### config.mk
export PLATFORM = sky130hd
export DESIGN_NAME = riscv_mc_ctrl
export DESIGN_NICKNAME = d
export VERILOG_FILES = /design/src/rtl/riscv_mc_pkg.sv /design/src/rtl/riscv_mc_alu_dec.sv /design/src/rtl/riscv_mc_ctrl.sv
export SDC_FILE = /design/constraint.sdc
export NUM_CORES = 1
export LEC_CHECK = 0
export ABC_AREA = 0
export ABC_CLOCK_PERIOD_IN_PS = 7200
export CORE_MARGIN = 2
export CORE_UTILIZATION = 38
export DETAILED_ROUTE_END_ITERATION = 8
export PLACE_DENSITY_LB_ADDON = 0.08
export SLEW_MARGIN = 40
export SYNTH_ARGS = -nofsm -noshare
export SYNTH_HDL_FRONTEND = slang
export SYNTH_HIERARCHICAL = 1
export SYNTH_SLANG_ARGS = --single-unit
### constraint.sdc
create_clock -name clk -period 7.2 [get_ports clk]
set_input_delay 1.44 -clock clk [delete_from_list [all_inputs] [get_ports clk]]
set_output_delay 1.44 -clock clk [all_outputs]
set_load 0.02 [all_outputs]
### src/rtl/riscv_mc_pkg.sv
// riscv_mc_pkg: shared types and encodings for the multi-cycle RV32I controller.
// Includes the FSM state enum, the major opcodes, the ALU operation codes,
// the datapath mux select encodings and the trap cause codes.
package riscv_mc_pkg;

    typedef enum logic [3:0] {
        S_FETCH,
        S_DECODE,
        S_MEMADR,
        S_MEMREAD,
        S_MEMWB,
        S_MEMWRITE,
        S_EXECR,
        S_EXECI,
        S_ALUWB,
        S_BRANCH,
        S_JAL,
        S_JALR,
        S_JALR2,
        S_LUIWB,
        S_TRAP
    } state_t;

    // Major opcodes
    localparam logic [6:0] OP_LOAD   = 7'b0000011;
    localparam logic [6:0] OP_STORE  = 7'b0100011;
    localparam logic [6:0] OP_RTYPE  = 7'b0110011;
    localparam logic [6:0] OP_ITYPE  = 7'b0010011;
    localparam logic [6:0] OP_BRANCH = 7'b1100011;
    localparam logic [6:0] OP_JAL    = 7'b1101111;
    localparam logic [6:0] OP_JALR   = 7'b1100111;
    localparam logic [6:0] OP_LUI    = 7'b0110111;
    localparam logic [6:0] OP_AUIPC  = 7'b0010111;

    // ALU operation codes
    localparam logic [3:0] ALU_ADD  = 4'd0;
    localparam logic [3:0] ALU_SUB  = 4'd1;
    localparam logic [3:0] ALU_AND  = 4'd2;
    localparam logic [3:0] ALU_OR   = 4'd3;
    localparam logic [3:0] ALU_XOR  = 4'd4;
    localparam logic [3:0] ALU_SLT  = 4'd5;
    localparam logic [3:0] ALU_SLTU = 4'd6;
    localparam logic [3:0] ALU_SLL  = 4'd7;
    localparam logic [3:0] ALU_SRL  = 4'd8;
    localparam logic [3:0] ALU_SRA  = 4'd9;

    // Which decode rule the ALU decoder applies
    localparam logic [1:0] ALUC_ADD = 2'd0;
    localparam logic [1:0] ALUC_R   = 2'd1;
    localparam logic [1:0] ALUC_I   = 2'd2;
    localparam logic [1:0] ALUC_BR  = 2'd3;

    // Result mux
    localparam logic [1:0] RES_ALUOUT = 2'b00;
    localparam logic [1:0] RES_DATA   = 2'b01;
    localparam logic [1:0] RES_ALURES = 2'b10;
    localparam logic [1:0] RES_IMM    = 2'b11;

    // ALU source muxes
    localparam logic [1:0] SRCA_PC    = 2'b00;
    localparam logic [1:0] SRCA_OLDPC = 2'b01;
    localparam logic [1:0] SRCA_REGA  = 2'b10;
    localparam logic [1:0] SRCB_REGB  = 2'b00;
    localparam logic [1:0] SRCB_IMM   = 2'b01;
    localparam logic [1:0] SRCB_FOUR  = 2'b10;

    // Immediate formats
    localparam logic [2:0] IMM_I = 3'b000;
    localparam logic [2:0] IMM_S = 3'b001;
    localparam logic [2:0] IMM_B = 3'b010;
    localparam logic [2:0] IMM_J = 3'b011;
    localparam logic [2:0] IMM_U = 3'b100;

    // Trap causes
    localparam logic [1:0] TRAP_NONE    = 2'b00;
    localparam logic [1:0] TRAP_ILLEGAL = 2'b01;
    localparam logic [1:0] TRAP_BUS     = 2'b10;

    // Immediate format implied by the opcode
    function automatic logic [2:0] imm_sel(input logic [6:0] opc);
        case (opc)
            OP_STORE:         return IMM_S;
            OP_BRANCH:        return IMM_B;
            OP_JAL:           return IMM_J;
            OP_LUI, OP_AUIPC: return IMM_U;
            default:          return IMM_I;
        endcase
    endfunction

endpackage

### src/rtl/riscv_mc_alu_dec.sv
// riscv_mc_alu_dec: combinational ALU decoder. Maps the controller's current
// decode rule (plain add, R-type, I-type, branch compare) plus funct3 and
// funct7[5] onto the 4-bit ALU operation code.
module riscv_mc_alu_dec
    import riscv_mc_pkg::*;
(
    input  logic [1:0] alu_class,
    input  logic [2:0] funct3,
    input  logic       funct7_5,
    output logic [3:0] alu_control
);

    // Operation select; SUB exists only for R-type, SRA for both R and I
    always_comb begin
        alu_control = ALU_ADD;
        case (alu_class)
            ALUC_R, ALUC_I: begin
                case (funct3)
                    3'b000: alu_control = (alu_class == ALUC_R && funct7_5) ? ALU_SUB : ALU_ADD;
                    3'b001: alu_control = ALU_SLL;
                    3'b010: alu_control = ALU_SLT;
                    3'b011: alu_control = ALU_SLTU;
                    3'b100: alu_control = ALU_XOR;
                    3'b101: alu_control = funct7_5 ? ALU_SRA : ALU_SRL;
                    3'b110: alu_control = ALU_OR;
                    default: alu_control = ALU_AND;
                endcase
            end
            ALUC_BR: begin
                case (funct3[2:1])
                    2'b00:   alu_control = ALU_SUB;
                    2'b10:   alu_control = ALU_SLT;
                    2'b11:   alu_control = ALU_SLTU;
                    default: alu_control = ALU_ADD;
                endcase
            end
            default: alu_control = ALU_ADD;
        endcase
    end

endmodule

### src/rtl/riscv_mc_ctrl.sv
// riscv_mc_ctrl: multi-cycle RV32I control FSM with ready-based memory
// handshake, bus-timeout trap and illegal-opcode trap.
// Optional feature macro: RISCV_MC_PERF_EN enables the cycle/instret counters;
// without it both counter ports are tied to zero.
module riscv_mc_ctrl
    import riscv_mc_pkg::*;
#(
    parameter int MEM_TIMEOUT = 16,
    parameter int CNT_W       = 32
) (
    input  logic             clk,
    input  logic             rst_n,
    input  logic [6:0]       op,
    input  logic [2:0]       funct3,
    input  logic [6:0]       funct7,
    input  logic             zero,
    input  logic             mem_ready,
    output logic             mem_req,
    output logic             mem_write,
    output logic             adr_src,
    output logic             ir_write,
    output logic             pc_write,
    output logic             reg_write,
    output logic [1:0]       result_src,
    output logic [1:0]       alu_src_a,
    output logic [1:0]       alu_src_b,
    output logic [3:0]       alu_control,
    output logic [2:0]       imm_src,
    output logic             halt,
    output logic [1:0]       trap_cause,
    output logic [CNT_W-1:0] cycle_cnt,
    output logic [CNT_W-1:0] instret_cnt
);

    localparam int WAIT_W = (MEM_TIMEOUT > 1) ? $clog2(MEM_TIMEOUT) : 1;

    state_t            state_reg, state_next;
    logic [1:0]        trap_cause_reg, trap_cause_next;
    logic [WAIT_W-1:0] wait_cnt_reg, wait_cnt_next;
    logic              in_mem_state;
    logic              wait_expired;
    logic              branch_bad;
    logic              branch_taken;
    logic [1:0]        alu_class;
    logic [3:0]        dec_alu;
    logic              unused_funct7;

    // Only funct7[5] carries meaning for the ALU decode
    assign unused_funct7 = ^{funct7[6], funct7[4:0]};

    assign in_mem_state = (state_reg == S_FETCH) || (state_reg == S_MEMREAD) ||
                          (state_reg == S_MEMWRITE);
    // Wait counter holds the number of cycles already spent without ready
    assign wait_expired = (wait_cnt_reg == WAIT_W'(MEM_TIMEOUT - 1));
    assign branch_bad   = (funct3[2:1] == 2'b01);
    // SUB/SLT/SLTU leave zero set exactly when BEQ/BGE/BGEU are taken
    assign branch_taken = (zero ^ funct3[0] ^ funct3[2]) & ~branch_bad;

    riscv_mc_alu_dec u_alu_dec (
        .alu_class   (alu_class),
        .funct3      (funct3),
        .funct7_5    (funct7[5]),
        .alu_control (dec_alu)
    );

    // State, trap cause and memory wait counter registers
    always_ff @(posedge clk or negedge rst_n) begin
        if (!rst_n) begin
            state_reg      <= S_FETCH;
            trap_cause_reg <= TRAP_NONE;
            wait_cnt_reg   <= '0;
        end else begin
            state_reg      <= state_next;
            trap_cause_reg <= trap_cause_next;
            wait_cnt_reg   <= wait_cnt_next;
        end
    end

    // Next-state logic, trap cause capture and wait counter update
    always_comb begin
        state_next      = state_reg;
        trap_cause_next = trap_cause_reg;
        case (state_reg)
            S_FETCH: begin
                if (mem_ready)         state_next = S_DECODE;
                else if (wait_expired) state_next = S_TRAP;
            end
            S_DECODE: begin
                case (op)
                    OP_LOAD, OP_STORE: state_next = S_MEMADR;
                    OP_RTYPE:          state_next = S_EXECR;
                    OP_ITYPE:          state_next = S_EXECI;
                    OP_BRANCH:         state_next = S_BRANCH;
                    OP_JAL:            state_next = S_JAL;
                    OP_JALR:           state_next = S_JALR;
                    OP_LUI:            state_next = S_LUIWB;
                    OP_AUIPC:          state_next = S_ALUWB;
                    default:           state_next = S_TRAP;
                endcase
            end
            S_MEMADR:   state_next = (op == OP_STORE) ? S_MEMWRITE : S_MEMREAD;
            S_MEMREAD: begin
                if (mem_ready)         state_next = S_MEMWB;
                else if (wait_expired) state_next = S_TRAP;
            end
            S_MEMWRITE: begin
                if (mem_ready)         state_next = S_FETCH;
                else if (wait_expired) state_next = S_TRAP;
            end
            S_MEMWB:    state_next = S_FETCH;
            S_EXECR:    state_next = S_ALUWB;
            S_EXECI:    state_next = S_ALUWB;
            S_ALUWB:    state_next = S_FETCH;
            S_BRANCH:   state_next = branch_bad ? S_TRAP : S_FETCH;
            S_JAL:      state_next = S_ALUWB;
            S_JALR:     state_next = S_JALR2;
            S_JALR2:    state_next = S_ALUWB;
            S_LUIWB:    state_next = S_FETCH;
            default:    state_next = S_TRAP;
        endcase

        if (state_next == S_TRAP && state_reg != S_TRAP)
            trap_cause_next = in_mem_state ? TRAP_BUS : TRAP_ILLEGAL;

        // Restarts at zero whenever a memory state is (re)entered
        if (in_mem_state && state_next == state_reg)
            wait_cnt_next = wait_cnt_reg + WAIT_W'(1);
        else
            wait_cnt_next = '0;
    end

    // ALU decode rule selected by the current state
    always_comb begin
        case (state_reg)
            S_EXECR:  alu_class = ALUC_R;
            S_EXECI:  alu_class = ALUC_I;
            S_BRANCH: alu_class = ALUC_BR;
            default:  alu_class = ALUC_ADD;
        endcase
    end

    // Datapath controls per state; everything is forced low while reset is held
    always_comb begin
        mem_req     = 1'b0;
        mem_write   = 1'b0;
        adr_src     = 1'b0;
        ir_write    = 1'b0;
        pc_write    = 1'b0;
        reg_write   = 1'b0;
        result_src  = RES_ALUOUT;
        alu_src_a   = SRCA_PC;
        alu_src_b   = SRCB_REGB;
        alu_control = ALU_ADD;
        imm_src     = IMM_I;
        halt        = 1'b0;
        if (rst_n) begin
            case (state_reg)
                S_FETCH: begin
                    mem_req    = 1'b1;
                    alu_src_b  = SRCB_FOUR;
                    result_src = RES_ALURES;
                    ir_write   = mem_ready;
                    pc_write   = mem_ready;
                end
                S_DECODE: begin
                    alu_src_a = SRCA_OLDPC;
                    alu_src_b = SRCB_IMM;
                    imm_src   = imm_sel(op);
                end
                // Stores need the S-format offset while the address is formed
                S_MEMADR: begin
                    alu_src_a = SRCA_REGA;
                    alu_src_b = SRCB_IMM;
                    imm_src   = imm_sel(op);
                end
                S_MEMREAD: begin
                    mem_req = 1'b1;
                    adr_src = 1'b1;
                end
                S_MEMWB: begin
                    result_src = RES_DATA;
                    reg_write  = 1'b1;
                end
                S_MEMWRITE: begin
                    mem_req   = 1'b1;
                    mem_write = 1'b1;
                    adr_src   = 1'b1;
                end
                S_EXECR: begin
                    alu_src_a   = SRCA_REGA;
                    alu_control = dec_alu;
                end
                S_EXECI: begin
                    alu_src_a   = SRCA_REGA;
                    alu_src_b   = SRCB_IMM;
                    alu_control = dec_alu;
                end
                S_ALUWB: begin
                    reg_write = 1'b1;
                end
                S_BRANCH: begin
                    alu_src_a   = SRCA_REGA;
                    alu_control = dec_alu;
                    pc_write    = branch_taken;
                end
                S_JAL, S_JALR2: begin
                    alu_src_a = SRCA_OLDPC;
                    alu_src_b = SRCB_FOUR;
                    pc_write  = 1'b1;
                end
                S_JALR: begin
                    alu_src_a = SRCA_REGA;
                    alu_src_b = SRCB_IMM;
                end
                // Immediate travels straight to the register file
                S_LUIWB: begin
                    result_src = RES_IMM;
                    reg_write  = 1'b1;
                    imm_src    = IMM_U;
                end
                S_TRAP: begin
                    halt = 1'b1;
                end
                default: ;
            endcase
        end
    end

    assign trap_cause = trap_cause_reg;

`ifdef RISCV_MC_PERF_EN
    logic [CNT_W-1:0] cycle_cnt_reg, instret_cnt_reg;
    logic             retire;

    // An instruction retires when a completion state hands back to FETCH
    assign retire = (state_next == S_FETCH) &&
                    ((state_reg == S_MEMWB) || (state_reg == S_MEMWRITE) ||
                     (state_reg == S_ALUWB) || (state_reg == S_BRANCH) ||
                     (state_reg == S_LUIWB));

    // Free-running performance counters, frozen while trapped
    always_ff @(posedge clk or negedge rst_n) begin
        if (!rst_n) begin
            cycle_cnt_reg   <= '0;
            instret_cnt_reg <= '0;
        end else begin
            if (state_reg != S_TRAP)
                cycle_cnt_reg <= cycle_cnt_reg + CNT_W'(1);
            if (retire)
                instret_cnt_reg <= instret_cnt_reg + CNT_W'(1);
        end
    end

    assign cycle_cnt   = cycle_cnt_reg;
    assign instret_cnt = instret_cnt_reg;
`else
    assign cycle_cnt   = '0;
    assign instret_cnt = '0;
`endif

endmodule

* Word-level counts from Yosys, hierarchy flattened
Index checks and enable logic that the tools add are counted.
** Storage, ports and cells
- RAM bits :: 0
- Flip-flop bits (word level) :: 10
- Input port bits :: 21
- Word-level logic and storage cells :: 110
- Memories kept :: 0
- Bits in read-only memories :: 0
- Bits in latches :: 0
** Operators by class
- Multiplexer cells :: 41
- Equality and inequality tests :: 39
- Shifts and indexed selects :: 0
- Multipliers :: 0
- Bitwise operators :: 4
- Magnitude comparators :: 0
- $add $sub $neg :: 1
- Div/mod/pow operators :: 0
- Reduce and logical (&&, ||, !) cells :: 22
** Operators by type and width (number)
- equality test 4 bit (second input constant) :: 9
- case mux 4 bit (9 select lines) :: 1
- 2-to-1 mux 4 bit :: 8
- case mux 4 bit (8 select lines) :: 1
- case mux 4 bit (7 select lines) :: 1
- equality test 7 x 6 -> 1 bit (second input constant) :: 3
- equality test 7 bit (second input constant) :: 3
- equality test 4 x 3 -> 1 bit (second input constant) :: 4
- 2-to-1 mux 1 bit :: 15
- OR reduction 3 bit :: 5
- equality test 7 x 5 -> 1 bit (second input constant) :: 2
- case mux 2 bit (3 select lines) :: 2
- case mux 3 bit (4 select lines) :: 1
- OR reduction 2 bit :: 6
- equality test 3 bit (second input constant) :: 3
- case mux 3 bit (3 select lines) :: 1
- equality test 2 bit (second input constant) :: 4
- equality test 4 x 2 -> 1 bit (second input constant) :: 2
- 2-to-1 mux 2 bit :: 4
- case mux 2 bit (2 select lines) :: 2
- case mux 4 bit (2 select lines) :: 1
- OR reduction 4 bit :: 2
- equality test 7 x 2 -> 1 bit (second input constant) :: 1
- equality test 3 x 2 -> 1 bit (second input constant) :: 2
- 18 further kinds :: 24

* Logic depth before layout (Yosys ltp)
Gate-level depths: netlist of run 1.
- Depth after elaboration :: 9
- Depth in mapped cells :: 10
- Depth with buffers taken out :: 9

* Cells and area by module
The synthesis of run 1 kept the hierarchy.
** Modules (own cells, without submodules)
- riscv_mc_ctrl :: instances 1, area each 1690.4 µm², cells an instance 230
- riscv_mc_alu_dec :: instances 1, area each 151.4 µm², cells an instance 23

* Worst setup path after synthesis of run 1
No wires, ideal clock.
- Kind :: input -> output
- Start :: in op[2]
- End :: out imm_src[2]
- Buffers on the path :: 1
- Stages :: 6
- Setup slack :: 3235 ps
- Arrival :: 2525 ps
- Cells stage by stage :: clkbuf_1 nand3b_1 nor4_1 a21oi_1 a2bb2oi_1 nor2_1
** Between the ends
- Longest elaborated chain between the ends :: 5
- Elaborated cells on any way between the ends :: 9
** RTL lines
- from (decl) :: RTL line riscv_mc_ctrl.sv:13 : input logic [6:0] op,
- equality test 7 x 5 -> 1 bit or equality test 7 x 6 -> 1 bit (tied branches) :: RTL line riscv_mc_pkg.sv:81 : case (opc)
- OR reduction 2 bit :: RTL line riscv_mc_pkg.sv:81
- case mux 3 bit (4 select lines) * :: RTL line riscv_mc_pkg.sv:81
- case mux 3 bit (2 select lines) * :: RTL line riscv_mc_ctrl.sv:157 : case (state_reg)
- 2-to-1 mux 3 bit * :: RTL line riscv_mc_ctrl.sv:156 : if (rst_n) begin
- to (decl) :: RTL line riscv_mc_ctrl.sv:28 : output logic [2:0] imm_src,
Every way passes the cells marked *; elsewhere a longest branch is shown, timed or not.

* Final worst setup path of run 1
- Start :: in rst_n
- End :: out imm_src[1]
** Between the ends
- Longest elaborated chain between the ends :: 1
** RTL lines
- from (decl) :: RTL line riscv_mc_ctrl.sv:12 : input logic rst_n,
- 2-to-1 mux 3 bit :: RTL line riscv_mc_ctrl.sv:156
No other way between the ends.

==> results of run 1 <==
## worst max-delay path, delay by kind of cell
kind | cells | cell delay (ps)
and+or+nand+nor | 1 | 180
AOI/OAI and AO/OA | 1 | 390
buffers and inverters | 3 | 1740
## cell usage after synthesis (5+ instances only)
library cell	number	share of area, %
a21oi_1	14	3.8
and2_1	8	2.7
buf_4	64	26
clkbuf_1	11	2.2
dfrtp_1	10	14
inv_1	7	1.4
nand2_1	15	3.1
nand2b_1	6	2.0
nand3_1	10	2.7
nor2_1	12	2.4
nor2b_1	5	1.7
nor3_1	9	2.4
nor4_1	5	1.7
o21ai_0	7	1.9
## cell families (layout without fill, tap and decap cells)
logic type	count (synthesis)	count (layout)	synth area share, %
adder cells (fa/ha/maj)	4	4	2.72
multiplexers	2	2	1.36
buffers and inverters	85	49	30.4
XOR/XNOR	7	7	3.33
AND/OR/NAND/NOR	94	94	29.6
AO/OA/AOI/OAI	50	50	18.8
flip-flops	10	10	13.6
other	1	64	0.204
## power breakdown
group / internal [mW] / leakage, nW / switching [mW]
clock network: 0.0481 / 0.0288 / 0.0224
registers: 0.0731 / 0.129 / 0.0654
logic: 0.158 / 0.716 / 0.217
## final timing paths
| path | from | end | slack [ps] |
|---|---|---|---|
| worst max-delay path | rst_n | imm_src[1] | 2000 |
| worst min-delay path | wait_cnt_reg[0] | wait_cnt_reg[0] | 490 |
| worst max register to register | state_reg[0] | wait_cnt_reg[3] | 4720 |
| worst min register to register | wait_cnt_reg[0] | wait_cnt_reg[0] | 490 |
| max in group asynchronous | rst_n | state_reg[1] | 5360 |
| min in group asynchronous | rst_n | state_reg[0] | 1520 |
## layout make-up
cell class | instances | area [µm²]
multi-input cells | 221 | 1270
flip-flops and latches | 10 | 250
fillers | 494 | 2660
clock buffers | 4 | 55.1
inverters | 9 | 33.8
well taps | 54 | 67.6
repair buffers | 36 | 360
## through the flow
step | total power [mW] | instance area, µm²
finish | 0.584 | 2040
global route | 0.641 | 2040
CTS | 0.587 | 2040
detailed placement | 0.513 | 1980
global placement | 0.516 | 1980
floorplan | 0.429 | 2080
## per-layer routing
metal | wire, µm | vias to the layer above | part of all wire (%) | GRT usage (%)
li1 | - | 826 | - | -
met1 | 1920 | 764 | 46 | 23.3
met2 | 1880 | 79 | 46 | 23.0
met3 | 316 | 4 | 7.6 | 2.47
met4 | 18 | 0 | 0.44 | 1.01
met5 | 0 | - | 0 | 0
==> flow_summary.yaml, run 1 <==
status:
  outcome: "finished clean"
detailed_routing:
  vias_per_cell: 5.01
  first_pass_iters: 4
  wl_per_cell_um: 12.4
  route.detailed.drc: 0
  ant_nets: 0
  vias: 1673
  drt_iter0_markers: 63
  wl_um: 4130
sta:
  clock_skew_ps: 4.48
  worst_slack_ps: 2000
  min_period_over_period_pct: 72.2
  fmax_ghz: 0.192
  fin_tns_setup_ps: 0
  tightest_slew_ps: 781
  hold_violations: 0
  rsz0062_at_grt: "no"
  relSlewSlack_pct: 47.9
  setup_viol: 0
  layout_min_cycle_time_ps: 5200
  hold-worst-slack_ps: 490
  slew_violations: 0
place:
  post-place-ws_ps: 1930
  finalWeightedCongestion: 0.781
  dp_hpwl_um: 3080
  port_buffers: 36
  dpl.cell_count: 330
synthesis:
  synthCells: 253
  synth_seq_area_share_pct: 13.6
  synth_area_um2: 1840
  synth_edf_count: 0
  ys.flop_type: "dfrtp_1"
  avgSynthCellArea_um2: 7.28
  ys.warnings.count: 6
  ys_seq_elements: 10
  ys_async_sr_fraction_pct: 100
  synth_cell_types: 58
hold_path:
  min_path_cells: 1
  hp-class: "reg2reg"
pwr:
  p_per_area_nw_per_um2: 287
  peakVddDrop_uv: 188
  leakagePower_nw: 0.874
floorplan:
  io_pins: 107
  die_h_um: 73.6
  dieWidth_um: 73.6
  dieArea_um2: 5420
  core-area_um2: 4690
  start_util_pct: 39.3
  rows: 25
clocking:
  clk_latency_ps: 240
  cts_made_buffers: 3
  max-clock-path-buffers: 2
  cts.clk_slew.worst_paths_ps: 50
  cts_max_level: 1
  cts_tree: "yes"
  post_cts_buffers: 0
  cts.sinks: 10
  cts-root-buf: "clkbuf_8"
  hold_buffers: 0
  cts_resized: 0
worst_setup_path:
  path_cells: "clkdlybuf4s50_1 > inv_1 > a2111o_1 > nor3_1 > clkdlybuf4s50_1"
  critPathMostFrequentCell: "clkdlybuf4s50_1"
  r2r_cells: 5
  critical_path_class: "in2out"
  cp.required_ps: 5760
  critPathMaxStageDelay_ps: 750
  cp_max_fo: 14
  worstPathArrival_ps: 3760
  startpoint_type: "input pin"
  critPathCaptureType: "output port"
  crit_slowest_cell: "clkdlybuf4s50_1"
finish:
  synthToLayoutAreaGrowth_pct: 10.5
  fin_cells: 334
  fin_util_pct: 43.4
  antenna_cells: 0
  drive_gt1_share_pct: 4.29
  final_nets: 306
  mostFrequentLayoutCell: "conb_1"
  layout_common_cells: "conb_1, clkdlybuf4s50_1, nand2_1, a21oi_1, nor2_1"
job:
  drv_cap: 0
grt:
  grt_max_degree: 26
  antenna_found_initial: 0
  grtUsageTotal_pct: 15.1
  grt-ovfl-total: 0
  grt_pass1_vias: 1399
  grt_pass1_wl_um: 6760
(Power assumes the default switching activity.)
==> inputs of run 2 (changes only) <==
ABC_CLOCK_PERIOD_IN_PS = 5070   (was 7200)
clock period = 5.07 ns   (was 7.2 ns; I/O delays follow)
==> run 2 against run 1 <==
Register-to-register slack worse by 2100 ps. Wire length up 2.8%. Cell area is 1.2% higher. Clock skew is 2.5 ps lower. Final cell count up 1.2%. Die area did not move. Count of clock-buffer cells in the layout fell by 1. Clock power increased by 11%. Non-clock buffer count increased by 5. Critical path depth is 5 higher. Largest power group unchanged. Critical path type is now reg2out. Via count down 1.3%.
==> flow_summary.yaml, run 2 (synthesis gave the netlist of run 1 again) <==
clocking:
  cts_max_level: 1
  cts_made_buffers: 3
  cts_resized: 0
  cts.clk_slew.worst_paths_ps: 40
  post_cts_buffers: 0
  max-clock-path-buffers: 2
  cts.sinks: 10
  clk_latency_ps: 230
  cts_tree: "yes"
  cts-root-buf: "clkbuf_8"
  hold_buffers: 0
worst_setup_path:
  timing.rr.end: "wait_cnt_reg[3]"
  critPathCaptureType: "output port"
  crit_start: "state_reg[3]"
  crit_slowest_cell: "dfrtp_1"
  critical_path_class: "reg2out"
  startpoint_type: "flip-flop"
  rrSetupSlack_ps: 2650
  cp.required_ps: 4060
  rr_startpoint: "state_reg[3]"
  r2r_cells: 6
  worstPathArrival_ps: 3130
  critPathMaxStageDelay_ps: 660
  cp_max_fo: 17
  path_cells: "nand2b_1 > or2_1 > o21ai_1 > inv_1 > ha_1 > nor3b_1 > o21ai_0 > a21oi_1 > and2_1 > clkdlybuf4s50_1"
sta:
  setup_viol: 0
  fmax_ghz: 0.242
  layout_min_cycle_time_ps: 4140
  relSlewSlack_pct: 65.1
  slew_violations: 0
  rsz0062_at_grt: "no"
  hold_violations: 0
  tightest_slew_ps: 523
  worst_slack_ps: 931
  fin_tns_setup_ps: 0
  min_period_over_period_pct: 81.6
  clock_skew_ps: 1.99
pwr:
  p_per_area_nw_per_um2: 405
  peakVddDrop_uv: 249
  power_uw: 834
  leakagePower_nw: 0.892
hold_path:
  min_path_cells: 1
  hp-class: "reg2reg"
  holdPathEnd: "wait_cnt_reg[0]"
  worstHoldStart: "wait_cnt_reg[0]"
grt:
  grt_max_degree: 25
  grt-ovfl-total: 0
  antenna_found_initial: 0
  grtUsageTotal_pct: 16.0
  grt_pass1_vias: 1432
  grt_pass1_wl_um: 6980
floorplan:
  die_h_um: 73.6
  dieWidth_um: 73.6
  core-area_um2: 4690
  dieArea_um2: 5420
  io_pins: 107
  start_util_pct: 39.3
  rows: 25
detailed_routing:
  vias_per_cell: 4.88
  wl_um: 4250
  first_pass_iters: 4
  wl_per_cell_um: 12.6
  vias: 1651
  route.detailed.drc: 0
  drt_iter0_markers: 75
  ant_nets: 0
finish:
  antenna_cells: 0
  synthToLayoutAreaGrowth_pct: 11.8
  mostFrequentLayoutCell: "conb_1"
  fin_util_pct: 43.9
  fin_area_um2: 2060
  final_nets: 311
  drive_gt1_share_pct: 5.63
  layout_common_cells: "conb_1, clkdlybuf4s50_1, nand2_1, a21oi_1, nor2_1"
job:
  drv_cap: 0
place:
  finalWeightedCongestion: 0.793
  port_buffers: 36
  post-place-ws_ps: 929
  dpl-instance-area_um2: 2020
  dp_hpwl_um: 3240
status:
  outcome: "finished clean"
[run 2: cell count changes in the layout (fill, tap and decap cells not counted)]
| cell | change |
|---|---|
| buf_4 | +5 |
| clkbuf_8 | -1 |
[run 2: metal layers]
metal / track usage, % / part of all wire (%) / vias to the layer above
met2: 25.2 / 47 / 56
li1: - / - / 827
met4: 1.82 / 0.31 / 0
met3: 2.47 / 4.7 / 2
met1: 23.6 / 48 / 766
met5: 0 / 0 / -
[run 2: how the worst max path moves through the flow]
| stage | end | slack, ps | depth (start not counted) |
|---|---|---|---|
| CTS | imm_src[1] | 930 | 6 |
| global placement | imm_src[1] | 940 | 6 |
| floorplan | alu_control[2] | 1810 | 10 |
| finish | alu_control[2] | 930 | 10 |
| detailed placement | imm_src[1] | 930 | 6 |
| global route | alu_control[2] | 710 | 10 |
[run 2: area by class of cell]
class | count | area (µm²)
Fill cell | 501 | 2630
Multi-Input combinational cell | 221 | 1270
Timing Repair Buffer | 41 | 398
Tap cell | 54 | 67.6
Clock buffer | 3 | 41.3
Inverter | 9 | 33.8
Sequential cell | 10 | 250
[run 2: worst max-delay path, delay by kind of cell, from the launching register on]
kind,cells,cell delay (ps)
simple gates,4,780
flops,1,660
fa+ha+maj,1,350
compound gates,3,430
buf+inv,2,670
[run 2: metrics by stage]
step | std cells | hold WS [ps]
final | 338 | 469
after global routing | 338 | 518
after detailed placement | 335 | 470
after CTS | 338 | 475
after global placement | 335 | 467
after floorplan | 316 | 443
[run 2: power by group]
| group | total, mW | leakage [nW] | internal, mW | switching, mW |
|---|---|---|---|---|
| Sequential | 0.143 | 0.129 | 0.105 | 0.0374 |
| Clock | 0.0783 | 0.0216 | 0.0516 | 0.0267 |
| Combinational | 0.613 | 0.742 | 0.240 | 0.373 |
==> inputs of run 3 (changes only) <==
ABC_CLOCK_PERIOD_IN_PS = 3500   (was 5070)
CORE_UTILIZATION = 35   (was 38)
clock period = 3.5 ns   (was 5.07 ns; I/O delays follow)
==> run 3 against run 2 <==
First-iteration DRC count down 2.7%. Cell area up 8.3%. Total power up 56%. Combinational power up 57%. Die area up 8.1%. Wire length up 4.5%. Via count up 3.5%. Worst setup slack worse by 790 ps. Final cell count up 9.8%. Count of clock-buffer cells in the layout up 1. Global-route usage down 1.1 points. Largest cell class unchanged.
==> flow_summary.yaml, run 3 (synthesis gave the netlist of run 1 again) <==
detailed_routing:
  wl_per_cell_um: 12.0
  ant_nets: 0
  drt_iter0_markers: 73
  vias: 1708
  first_pass_iters: 4
  wl_um: 4440
  vias_per_cell: 4.60
  route.detailed.drc: 0
sta:
  tightest_slew_ps: 568
  setup_viol: 0
  fin_tns_setup_ps: 0
  worst_slack_ps: 136
  relSlewSlack_pct: 62.0
  slew_violations: 0
  hold-worst-slack_ps: 474
  layout_min_cycle_time_ps: 3360
  hold_violations: 0
  fmax_ghz: 0.297
  rsz0062_at_grt: "no"
  min_period_over_period_pct: 96.1
  clock_skew_ps: 10.4
worst_setup_path:
  worstPathArrival_ps: 2660
  critical_path_class: "in2out"
  cp_max_fo: 4
  cp.required_ps: 2800
  startpoint_type: "input pin"
  rrSetupSlack_ps: 1180
  critPathCaptureType: "output port"
place:
  dpl-instance-area_um2: 2160
  finalWeightedCongestion: 0.740
  dpl.cell_count: 367
  dp_hpwl_um: 3500
  port_buffers: 36
  post-place-ws_ps: 92.0
floorplan:
  dieArea_um2: 5860
  die_h_um: 76.5
  start_util_pct: 36.1
  dieWidth_um: 76.5
  io_pins: 107
  core-area_um2: 5110
  rows: 26
clocking:
  cts.clk_slew.worst_paths_ps: 40
  max-clock-path-buffers: 2
  cts.sinks: 10
  post_cts_buffers: 0
  cts_tree: "yes"
  cts_made_buffers: 3
  clk_latency_ps: 240
  cts-root-buf: "clkbuf_8"
  cts_max_level: 1
finish:
  mostFrequentLayoutCell: "conb_1"
  fin_util_pct: 43.7
  synthToLayoutAreaGrowth_pct: 21.1
  drive_gt1_share_pct: 12.0
  fin_area_um2: 2230
  layout_common_cells: "conb_1, clkdlybuf4s50_1, buf_4, nand2_1, a21oi_1"
  fin_cells: 371
  antenna_cells: 0
  final_nets: 327
pwr:
  peakVddDrop_uv: 420
  power_mw: 1.30
  p_per_area_nw_per_um2: 583
  leakagePower_nw: 1.05
grt:
  grt_max_degree: 19
  grt-ovfl-total: 0
  grt_pass1_wl_um: 7420
  grt_pass1_vias: 1488
  grtUsageTotal_pct: 14.9
  antenna_found_initial: 0
job:
  drv_cap: 0
status:
  outcome: "finished clean"
hold_path:
  hp-class: "reg2reg"
## run 3: cell count changes in the layout (fill, tap and decap cells not counted), sizes merged
cell / delta
clkdlybuf4s50: -4
clkbuf: +1
buf: +16
dlymetal6s2s: +4
## run 3: worst max-delay path, stage by stage
cell	delay, ps
clkdlybuf4s50_1	530
nand2_1	120
nor4_1	380
a21oi_1	70
a2bb2oi_1	150
nor2_1	100
clkdlybuf4s50_1	610
## run 3: power breakdown
part           switching (mW)  total (mW)  internal (mW)
sequential             0.0366       0.191          0.155
combinational           0.576       0.961          0.385
clock                  0.0476       0.147         0.0990
total                   0.660        1.30          0.639
## run 3: what timing repair did
item	in CTS	in global routing
endpoints found under the setup margin	0	5
hold buffers	0	0
resized for setup	0	7
## run 3: area by class of cell
type,count,area [µm²]
Multi-Input combinational cell,221,1270
Fill cell,549,2880
Inverter,9,33.8
Timing Repair Buffer,57,528
Tap cell,70,87.6
Sequential cell,10,253
Clock buffer,4,55.1
## run 3: path summary, 6_finish.rpt
check / start / end / cells past startpoint
setup / recovery: op[0] / imm_src[2] / 7
hold / removal: wait_cnt_reg[0] / wait_cnt_reg[0] / 1
setup reg to reg: state_reg[1] / wait_cnt_reg[0] / 6
hold reg to reg: wait_cnt_reg[0] / wait_cnt_reg[0] / 1
max in group asynchronous: rst_n / state_reg[1] / 2
min in group asynchronous: rst_n / trap_cause[0] / 2
## run 3: per-layer routing
layer  vias up  track usage, %  share of wire, %
li1        866               -                 -
met1       763            22.1                50
met2        77            23.3                43
met3         2            2.61               6.2
met4         0            1.09              0.32
met5         -               0                 0
